### src/rtl/hci_pkg.sv
// Shared types and default timing for the button debounce bank.
//   hold_state_t : per-channel auto-repeat hold state
//   DEF_*        : default parameter values, expressed in clk cycles
package hci_pkg;

    typedef enum logic [1:0] {
        H_IDLE   = 2'd0,
        H_DELAY  = 2'd1,
        H_REPEAT = 2'd2
    } hold_state_t;

    localparam int unsigned DEF_NUM_CH          = 5;
    localparam int unsigned DEF_SYNC_STAGES     = 2;
    localparam int unsigned DEF_DEBOUNCE_CYCLES = 250000;
    localparam int unsigned DEF_REPEAT_DELAY    = 50000000;
    localparam int unsigned DEF_REPEAT_PERIOD   = 10000000;

endpackage

### src/rtl/debounce_channel.sv
// One button channel: input synchroniser, mismatch-count debouncer, hold FSM.
//   clk, reset_   : clock, synchronous active-low reset
//   btn_in        : raw asynchronous pin (1 = pressed)
//   repeat_en     : auto-repeat enable
//   btn_level     : debounced level
//   btn_press     : pulse in the first cycle btn_level reads 1
//   btn_release   : pulse in the first cycle btn_level reads 0
//   btn_repeat    : auto-repeat pulse while held
module debounce_channel
    import hci_pkg::*;
#(
    parameter int unsigned SYNC_STAGES     = DEF_SYNC_STAGES,
    parameter int unsigned DEBOUNCE_CYCLES = DEF_DEBOUNCE_CYCLES,
    parameter int unsigned REPEAT_DELAY    = DEF_REPEAT_DELAY,
    parameter int unsigned REPEAT_PERIOD   = DEF_REPEAT_PERIOD
) (
    input  logic clk,
    input  logic reset_,
    input  logic btn_in,
    input  logic repeat_en,
    output logic btn_level,
    output logic btn_press,
    output logic btn_release,
    output logic btn_repeat
);

    // Debounce counter tops out at DEBOUNCE_CYCLES-1; the next mismatch toggles.
    localparam int unsigned DB_W     = $clog2(DEBOUNCE_CYCLES);
    localparam int unsigned HOLD_MAX = (REPEAT_DELAY > REPEAT_PERIOD) ? REPEAT_DELAY : REPEAT_PERIOD;
    localparam int unsigned HOLD_W   = (HOLD_MAX > 1) ? $clog2(HOLD_MAX) : 1;

    logic [SYNC_STAGES-1:0] sync_q,     sync_d;
    logic [DB_W-1:0]        db_cnt_q,   db_cnt_d;
    logic [HOLD_W-1:0]      hold_cnt_q, hold_cnt_d;
    hold_state_t            state_q,    state_d;
    logic                   level_q,    level_d;
    logic                   press_q,    press_d;
    logic                   release_q,  release_d;
    logic                   repeat_q,   repeat_d;
    logic                   sync_in;

    assign sync_in = sync_q[SYNC_STAGES-1];

    // Next-state: synchroniser shift, debounce counter, hold FSM.
    always_comb begin
        sync_d     = {sync_q[SYNC_STAGES-2:0], btn_in};
        db_cnt_d   = '0;
        level_d    = level_q;
        press_d    = 1'b0;
        release_d  = 1'b0;
        state_d    = state_q;
        hold_cnt_d = hold_cnt_q;
        repeat_d   = 1'b0;

        if (sync_in != level_q) begin
            if (db_cnt_q == DB_W'(DEBOUNCE_CYCLES - 1)) begin
                level_d   = sync_in;
                press_d   = sync_in;
                release_d = ~sync_in;
            end else begin
                db_cnt_d = db_cnt_q + DB_W'(1);
            end
        end

        // Looking at the next level lets a release pre-empt a same-cycle repeat.
        if (!level_d || !repeat_en) begin
            state_d    = H_IDLE;
            hold_cnt_d = '0;
        end else begin
            case (state_q)
                H_IDLE: begin
                    if (press_d) begin
                        state_d    = H_DELAY;
                        hold_cnt_d = '0;
                    end
                end
                H_DELAY: begin
                    if (hold_cnt_q == HOLD_W'(REPEAT_DELAY - 1)) begin
                        state_d    = H_REPEAT;
                        hold_cnt_d = '0;
                        repeat_d   = 1'b1;
                    end else begin
                        hold_cnt_d = hold_cnt_q + HOLD_W'(1);
                    end
                end
                H_REPEAT: begin
                    if (hold_cnt_q == HOLD_W'(REPEAT_PERIOD - 1)) begin
                        hold_cnt_d = '0;
                        repeat_d   = 1'b1;
                    end else begin
                        hold_cnt_d = hold_cnt_q + HOLD_W'(1);
                    end
                end
                default: begin
                    state_d    = H_IDLE;
                    hold_cnt_d = '0;
                end
            endcase
        end
    end

    // All channel state, synchronous active-low reset.
    always_ff @(posedge clk) begin
        if (!reset_) begin
            sync_q     <= '0;
            db_cnt_q   <= '0;
            hold_cnt_q <= '0;
            state_q    <= H_IDLE;
            level_q    <= 1'b0;
            press_q    <= 1'b0;
            release_q  <= 1'b0;
            repeat_q   <= 1'b0;
        end else begin
            sync_q     <= sync_d;
            db_cnt_q   <= db_cnt_d;
            hold_cnt_q <= hold_cnt_d;
            state_q    <= state_d;
            level_q    <= level_d;
            press_q    <= press_d;
            release_q  <= release_d;
            repeat_q   <= repeat_d;
        end
    end

    assign btn_level   = level_q;
    assign btn_press   = press_q;
    assign btn_release = release_q;
    assign btn_repeat  = repeat_q;

endmodule

### src/rtl/button_debounce_bank.sv
// Bank of NUM_CH independent debounced buttons with auto-repeat.
//   clk, reset_   : clock, synchronous active-low reset
//   btn_in        : raw button pins, 1 = pressed
//   repeat_en     : per-channel auto-repeat enable
//   btn_level     : debounced levels
//   btn_press     : one-cycle accepted-press pulses
//   btn_release   : one-cycle accepted-release pulses
//   btn_repeat    : one-cycle auto-repeat pulses
module button_debounce_bank
    import hci_pkg::*;
#(
    parameter int unsigned NUM_CH          = DEF_NUM_CH,
    parameter int unsigned SYNC_STAGES     = DEF_SYNC_STAGES,
    parameter int unsigned DEBOUNCE_CYCLES = DEF_DEBOUNCE_CYCLES,
    parameter int unsigned REPEAT_DELAY    = DEF_REPEAT_DELAY,
    parameter int unsigned REPEAT_PERIOD   = DEF_REPEAT_PERIOD
) (
    input  logic              clk,
    input  logic              reset_,
    input  logic [NUM_CH-1:0] btn_in,
    input  logic [NUM_CH-1:0] repeat_en,
    output logic [NUM_CH-1:0] btn_level,
    output logic [NUM_CH-1:0] btn_press,
    output logic [NUM_CH-1:0] btn_release,
    output logic [NUM_CH-1:0] btn_repeat
);

    // One self-contained channel per button.
    for (genvar i = 0; i < NUM_CH; i++) begin : g_ch
        debounce_channel #(
            .SYNC_STAGES     (SYNC_STAGES),
            .DEBOUNCE_CYCLES (DEBOUNCE_CYCLES),
            .REPEAT_DELAY    (REPEAT_DELAY),
            .REPEAT_PERIOD   (REPEAT_PERIOD)
        ) u_ch (
            .clk         (clk),
            .reset_      (reset_),
            .btn_in      (btn_in[i]),
            .repeat_en   (repeat_en[i]),
            .btn_level   (btn_level[i]),
            .btn_press   (btn_press[i]),
            .btn_release (btn_release[i]),
            .btn_repeat  (btn_repeat[i])
        );
    end

endmodule

### config.mk
export PLATFORM = sky130hd
export DESIGN_NAME = button_debounce_bank
export DESIGN_NICKNAME = d
export VERILOG_FILES = /design/src/rtl/hci_pkg.sv /design/src/rtl/debounce_channel.sv /design/src/rtl/button_debounce_bank.sv
export SDC_FILE = /design/constraint.sdc
export NUM_CORES = 1
export LEC_CHECK = 0
export ABC_AREA = 1
export ABC_CLOCK_PERIOD_IN_PS = 2200
export CAP_MARGIN = 20
export CELL_PAD_IN_SITES_DETAIL_PLACEMENT = 1
export CELL_PAD_IN_SITES_GLOBAL_PLACEMENT = 1
export CORE_ASPECT_RATIO = 0.9
export CORE_MARGIN = 4
export CORE_UTILIZATION = 45
export DETAILED_ROUTE_END_ITERATION = 10
export GPL_TIMING_DRIVEN = 0
export PLACE_DENSITY_LB_ADDON = 0.2
export SLEW_MARGIN = 0
export SYNTH_ARGS = -nofsm -noshare
export SYNTH_HDL_FRONTEND = slang
export SYNTH_HIERARCHICAL = 1
export SYNTH_SLANG_ARGS = --single-unit
### constraint.sdc
create_clock -name clk -period 2.2 [get_ports clk]
set_input_delay 0.22 -clock clk [delete_from_list [all_inputs] [get_ports clk]]
set_output_delay 0.22 -clock clk [all_outputs]
set_load 0.005 [all_outputs]
# Word level (Yosys, flattened, before mapping)
# Index checks and enable logic that the tools add are counted.
word_totals:
  regBits: 260
  output_inout_bits: 20
  wordCells: 216
classes:
  n_addsub: 10
  n_eq_ne: 40
  n_mux: 70
  n_bitwise: 16
  reduce_logical: 40
op_table:
  columns: ["cell", "n"]
  rows:
  - ["26-bit two-way mux", 15]
  - ["26-bit one-hot mux with 3 select lines", 5]
  - ["26-bit by 1-bit adder with 26-bit output (second input constant)", 5]
  - ["26-bit by 24-bit equality test with 1-bit output (second input constant)", 5]
  - ["26-bit equality test (second input constant)", 5]
  - ["18-bit by 1-bit adder with 18-bit output (second input constant)", 5]
  - ["18-bit equality test (second input constant)", 5]
  - ["1-bit two-way mux", 30]
  - ["2-bit one-hot mux with 3 select lines", 5]
  - ["3-bit AND reduction", 10]
  - ["2-bit two-way mux", 10]
  - ["2-bit by 1-bit inequality test with 1-bit output (second input constant)", 10]
  - ["1-bit NOT", 16]
  - ["3-bit OR reduction", 5]
  - ["2-bit by 1-bit equality test with 1-bit output (second input constant)", 5]
  - ["2-bit equality test (second input constant)", 5]
  - ["1-bit zero test", 10]
  - ["2-bit zero test", 5]
  - ["1-bit one-hot mux with 2 select lines", 5]
  - ["2-bit OR reduction", 5]
  - ["1-bit logical OR", 5]
  - ["1-bit inequality test", 5]

# Longest topological paths before layout
logic_depth:
  depth_word: 6
  mapped_depth: 13

# Cells and area by module
# The synthesis kept the hierarchy.
modules_own_cells:
  columns: ["module", "n_inst", "cells_each", "area_each_um2"]
  rows:
  - ["debounce_channel (g_ch[0].u_ch ...)", 3, 493, 3084.2]
  - ["debounce_channel (g_ch[4].u_ch)", 1, 494, 3186.8]
  - ["debounce_channel (g_ch[1].u_ch)", 1, 491, 3079.2]

# Least setup slack after synthesis
# OpenSTA, ideal clock, no wires.
synth_timing:
  path_kind: "register to register"
  from: "register g_ch[1].u_ch.db_cnt_q[0]"
  to: "register g_ch[1].u_ch.hold_cnt_q[16]"
  setup_time_ns: 0.114
  t_arrival_ns: 1.528
  required_time_ns: 2.086
  slack_ns: 0.558
  stages_incl_launch_ff: 13
  path_cell_list: "dfxtp_1 ha_1 nand2_1 nor2_2 inv_1 nor2_2 nand3_2 nand2_2 buf_6 buf_4 nand4_1 nand2_1 nor2_4"
synth_between:
  elab_chain_cells: 6
  word_cells_on_any_way: 9
  classes_between: "2 x eq/ne; 4 x mux; 3 x reduce/logical"
synth_rtl:
  columns: ["element", "line", "rtl"]
  rows:
  - ["from (decl)", "debounce_channel.sv:33", "logic [DB_W-1:0] db_cnt_q, db_cnt_d;"]
  - ["from (signal assigned)", "debounce_channel.sv:115", "db_cnt_q <= db_cnt_d;"]
  - ["18-bit equality test *", "debounce_channel.sv:56", "if (db_cnt_q == DB_W'(DEBOUNCE_CYCLES - 1)) begin"]
  - ["1-bit two-way mux", "debounce_channel.sv:56", null]
  - ["1-bit two-way mux", "debounce_channel.sv:55", "if (sync_in != level_q) begin"]
  - ["1-bit zero test", "debounce_channel.sv:66", "if (!level_d || !repeat_en) begin"]
  - ["1-bit logical OR", "debounce_channel.sv:66", null]
  - ["2-bit OR reduction (no line)", null, null]
  - ["to (signal assigned)", "debounce_channel.sv:116", "hold_cnt_q <= hold_cnt_d;"]
  - ["to (decl)", "debounce_channel.sv:34", "logic [HOLD_W-1:0] hold_cnt_q, hold_cnt_d;"]
# Every way passes the cells marked *; elsewhere a longest branch is shown, timed or not.
# A chain may end at the register's enable or synchronous reset.

# Final worst setup path
layout_timing:
  from: "register g_ch[1].u_ch.hold_cnt_q[0]"
  to: "register g_ch[1].u_ch.hold_cnt_q[5]"
layout_between:
  elab_chain_cells: 3
  word_cells_on_any_way: 6
  classes_between: "1 x add/sub; 2 x eq/ne; 3 x mux"
layout_rtl:
  columns: ["element", "line", "rtl"]
  rows:
  - ["26-bit by 1-bit adder with 26-bit output (tied with other cells)", "debounce_channel.sv:83, debounce_channel.sv:91", null]
  - ["26-bit two-way mux, on equally long branches", "debounce_channel.sv:87, debounce_channel.sv:78", null]
  - ["26-bit one-hot mux with 3 select lines *", "debounce_channel.sv:70", "case (state_q)"]
# Marks and branches as above.

==> results.sh <==
export IMPL_clk_latency_ns=0.57
export IMPL_synth_edf_count=0
export IMPL_cts_buffer_depth=3
export IMPL_holdPathStages=3
export IMPL_total_power_uw=10100
export IMPL_layout_cells_non_filler=3014
export IMPL_syn_area_um2=15500
export IMPL_critPathKind="reg -> reg"
export IMPL_worstPathArrival_ns=2.52
export IMPL_finalWirelength_um=42900
export IMPL_drive_gt1_frac=0.112
export IMPL_io_pins=32
export IMPL_final_nets=2571
export IMPL_peakVddDrop_v=0.000576
export IMPL_seqCellArea_um2=5210
export IMPL_max_slew_worst_pin_slew_ns=0.754
export IMPL_area_growth_pct=12.7
export IMPL_fillers=4692
export IMPL_die_area_um2=37500
export IMPL_dp_cells=2957
export IMPL_multi_input_area_um2=8760
export IMPL_hold_path_class="in -> reg"
export IMPL_cts_tree="built"
export IMPL_syn_num_nets=2507
export IMPL_yosys_warnings=6
export IMPL_synth_seq_area_share=0.335
export IMPL_vias_per_cell=5.03
export IMPL_crit_chain="ha_2 -> nand2_1 -> nor2_1 -> nand2_1 -> nor2_1 -> nand2_1 -> nand2_1 -> nand2_2 -> nand2_1 -> nand2_1 -> nand2_4 -> buf_8 -> nor2_2"
export IMPL_maxCapViolations=0
export IMPL_overflow=0
export IMPL_min_period_ns=2.06
export IMPL_antennaDiodeCount=0
export IMPL_dr_pass1_iters=5
export IMPL_synth_ff_type="dfxtp_1"
export IMPL_portBuffers=31
export IMPL_root_buffer="clkbuf_16"
export IMPL_worstReg2RegStart="g_ch[1].u_ch/hold_cnt_q[0]"
export IMPL_grt_pass1_wl_um=73500
export IMPL_drt_iter0_drc=541
export IMPL_core_region_area_um2=34000
export IMPL_die_y_um=184
export IMPL_synth_cell_types=43
export IMPL_track_usage=0.227
export IMPL_ant_nets=0
export IMPL_vias=15200
export IMPL_grt_max_degree=26
export IMPL_synthCells=2464
export IMPL_status="complete, no violations"
export IMPL_yosysMostFrequentCell="nand2_1"
export IMPL_holdPathEnd="g_ch[3].u_ch/sync_q[0]"
export IMPL_crit_family="simple AND/OR/NAND/NOR gates"
export IMPL_leakage_uw=0.00607
export IMPL_synth_top_area_cell="dfxtp_1"
export IMPL_hp_start="btn_in[3]"
export IMPL_drc_errors=0
export IMPL_skew_ns=0.0207
export IMPL_ys_ff_latch=260
export IMPL_cp_depth=13
export IMPL_crit_top_cell="nand2_1"
export IMPL_powerDensity_nw_per_um2=577
export IMPL_end_kind="register"
export IMPL_num_rows=64
export IMPL_crit_slowest_cell="dfxtp_1"
export IMPL_fmax_ghz=0.485
export IMPL_syn_avg_cell_area_um2=6.30
export IMPL_path_buf_inv=1
export IMPL_grt_pass1_vias=15800
export IMPL_required_ns=2.65
export IMPL_cts_sinks=260
export IMPL_gp_congestion=0.892
export IMPL_synth_common_cells="708 x nand2_1, 510 x nor2_1, 282 x inv_1"
export IMPL_crit_path_start_kind="register"
export IMPL_hold_viol=0
export IMPL_rr_worst_depth=13
export IMPL_ctsHoldBuffers=0
export IMPL_wl_per_cell_um=14.2
export IMPL_clk_pin_slew_worst_paths_ns=0.06
export IMPL_cts_buffers=31
export IMPL_slew_violations=0
export IMPL_period_share=0.937
export IMPL_slew_headroom=0.497
export IMPL_antenna_found_initial=0
export IMPL_synth_top_area_frac=0.335
export IMPL_synth_area_top_cells="dfxtp_1 34%, nand2_1 17%, nor2_1 12%"
export IMPL_reg2reg_slack_ns=0.14
export IMPL_cts_htree_levels=1
export IMPL_worst_path_max_fanout=10
export IMPL_r2r_end="g_ch[1].u_ch/hold_cnt_q[5]"
export IMPL_die_x_um=204
export IMPL_synth_async_reset_ratio=0
export IMPL_setup_viol=0
export IMPL_initial_utilization=0.456
export IMPL_cp_slowest_stage_delay_ns=0.37
export IMPL_dp_hpwl_um=32300
## what timing repair did
item                                    CTS  global route
setup buffers                             0             0
gates resized for setup                   0            10
endpoints found under the setup margin    0            38
## through the flow
stage | cell area, um2 | setup WS (ns) | setup TNS, ns | utilization | hold WS (ns)
finish | 17500 | 0.139 | 0 | 0.514 | 0.190
global route | 17500 | -0.00521 | -0.00521 | 0.514 | 0.190
CTS | 17500 | 0.0797 | 0 | 0.513 | 0.156
detailed placement | 16400 | 0.109 | 0 | 0.482 | 0.401
global placement | 16400 | -0.832 | -96.57 | 0.482 | 0.395
floorplan | 15500 | 0.558 | 0 | - | 0.313
## power by group
part           leakage (uW)  internal (uW)  switching [uW]
clock              0.000508           3140            2140
sequential          0.00210           4720            6.72
combinational       0.00346           29.8            54.6
## logic make-up (layout without fill, tap and decap cells)
kind of cell,count (synthesis),after routing,synth area share
buffers and inverters,360,448,0.101
adders and majority gates,31,31,0.0250
and+or+nand+nor,1654,1654,0.471
AOI/OAI and AO/OA,116,116,0.0430
DFF,260,260,0.335
xor gates and xnor gates,43,43,0.0243
## state kept, by name, indices dropped and copies added (netlist names)
register,cells
g_ch.u_ch/btn_repeat,5
g_ch.u_ch/state_q,10
g_ch.u_ch/btn_press,5
g_ch.u_ch/btn_level,5
g_ch.u_ch/db_cnt_q,90
g_ch.u_ch/btn_release,5
g_ch.u_ch/sync_q,10
g_ch.u_ch/hold_cnt_q,130
## how the worst max path moves through the flow
stage / start / endpoint / slack (ns)
after floorplan: g_ch[1].u_ch/db_cnt_q[0] / g_ch[1].u_ch/hold_cnt_q[16] / 0.56
final: g_ch[1].u_ch/hold_cnt_q[0] / g_ch[1].u_ch/hold_cnt_q[5] / 0.14
after global routing: g_ch[3].u_ch/hold_cnt_q[0] / g_ch[3].u_ch/hold_cnt_q[16] / -0.005
after detailed placement: reset_ / g_ch[4].u_ch/db_cnt_q[4] / 0.11
after CTS: g_ch[2].u_ch/hold_cnt_q[0] / g_ch[2].u_ch/hold_cnt_q[16] / 0.08
after global placement: reset_ / g_ch[4].u_ch/db_cnt_q[10] / -0.83
## routing by layer
| metal | vias to the layer above | share of wire | track usage |
|---|---|---|---|
| li1 | 7732 | - | - |
| met1 | 7277 | 0.46 | 0.286 |
| met2 | 114 | 0.50 | 0.420 |
| met3 | 52 | 0.021 | 0.0253 |
| met4 | 0 | 0.019 | 0.0499 |
| met5 | - | 0 | 0 |
## worst register-to-register path, stage by stage (launching register included)
cell,delay (ns)
dfxtp_1,0.37
ha_2,0.21
nand2_1,0.11
nor2_1,0.12
nand2_1,0.09
nor2_1,0.13
nand2_1,0.09
nand2_1,0.10
nand2_2,0.14
nand2_1,0.12
nand2_1,0.09
nand2_4,0.13
buf_8,0.18
nor2_2,0.04
## cell usage in the layout (no fill, tap or decap), types with 7 or more instances in the layout
master           instances
inv_2                   35
xor2_1                  42
nand2_2                 20
nand3_2                  9
clkbuf_1                 7
ha_1                    29
nor3_1                  41
nand2_1                708
and2_1                  14
nand3_1                197
dfxtp_1                259
a21oi_1                 73
clkbuf_16               31
buf_4                   10
inv_1                  282
clkinv_2                 7
buf_2                    7
nor2_2                  66
clkdlybuf4s50_1         30
o21ai_0                 10
a21oi_2                  9
or2_2                    9
nand4_1                 21
buf_6                   14
nor3b_1                  8
o21bai_1                 8
nor2_1                 509
nor2_4                  24
## final cells by class
type	count	share of cell area
Buffer	41	0.0222
Clock buffer	40	0.0497
Clock inverter	17	0.0105
Inverter	319	0.0685
Multi-Input combinational cell	1844	0.501
Sequential cell	260	0.298
Tap cell	462	0.0331
Timing Repair Buffer	31	0.0175
No activity file was read; power rests on OpenSTA's default activity.
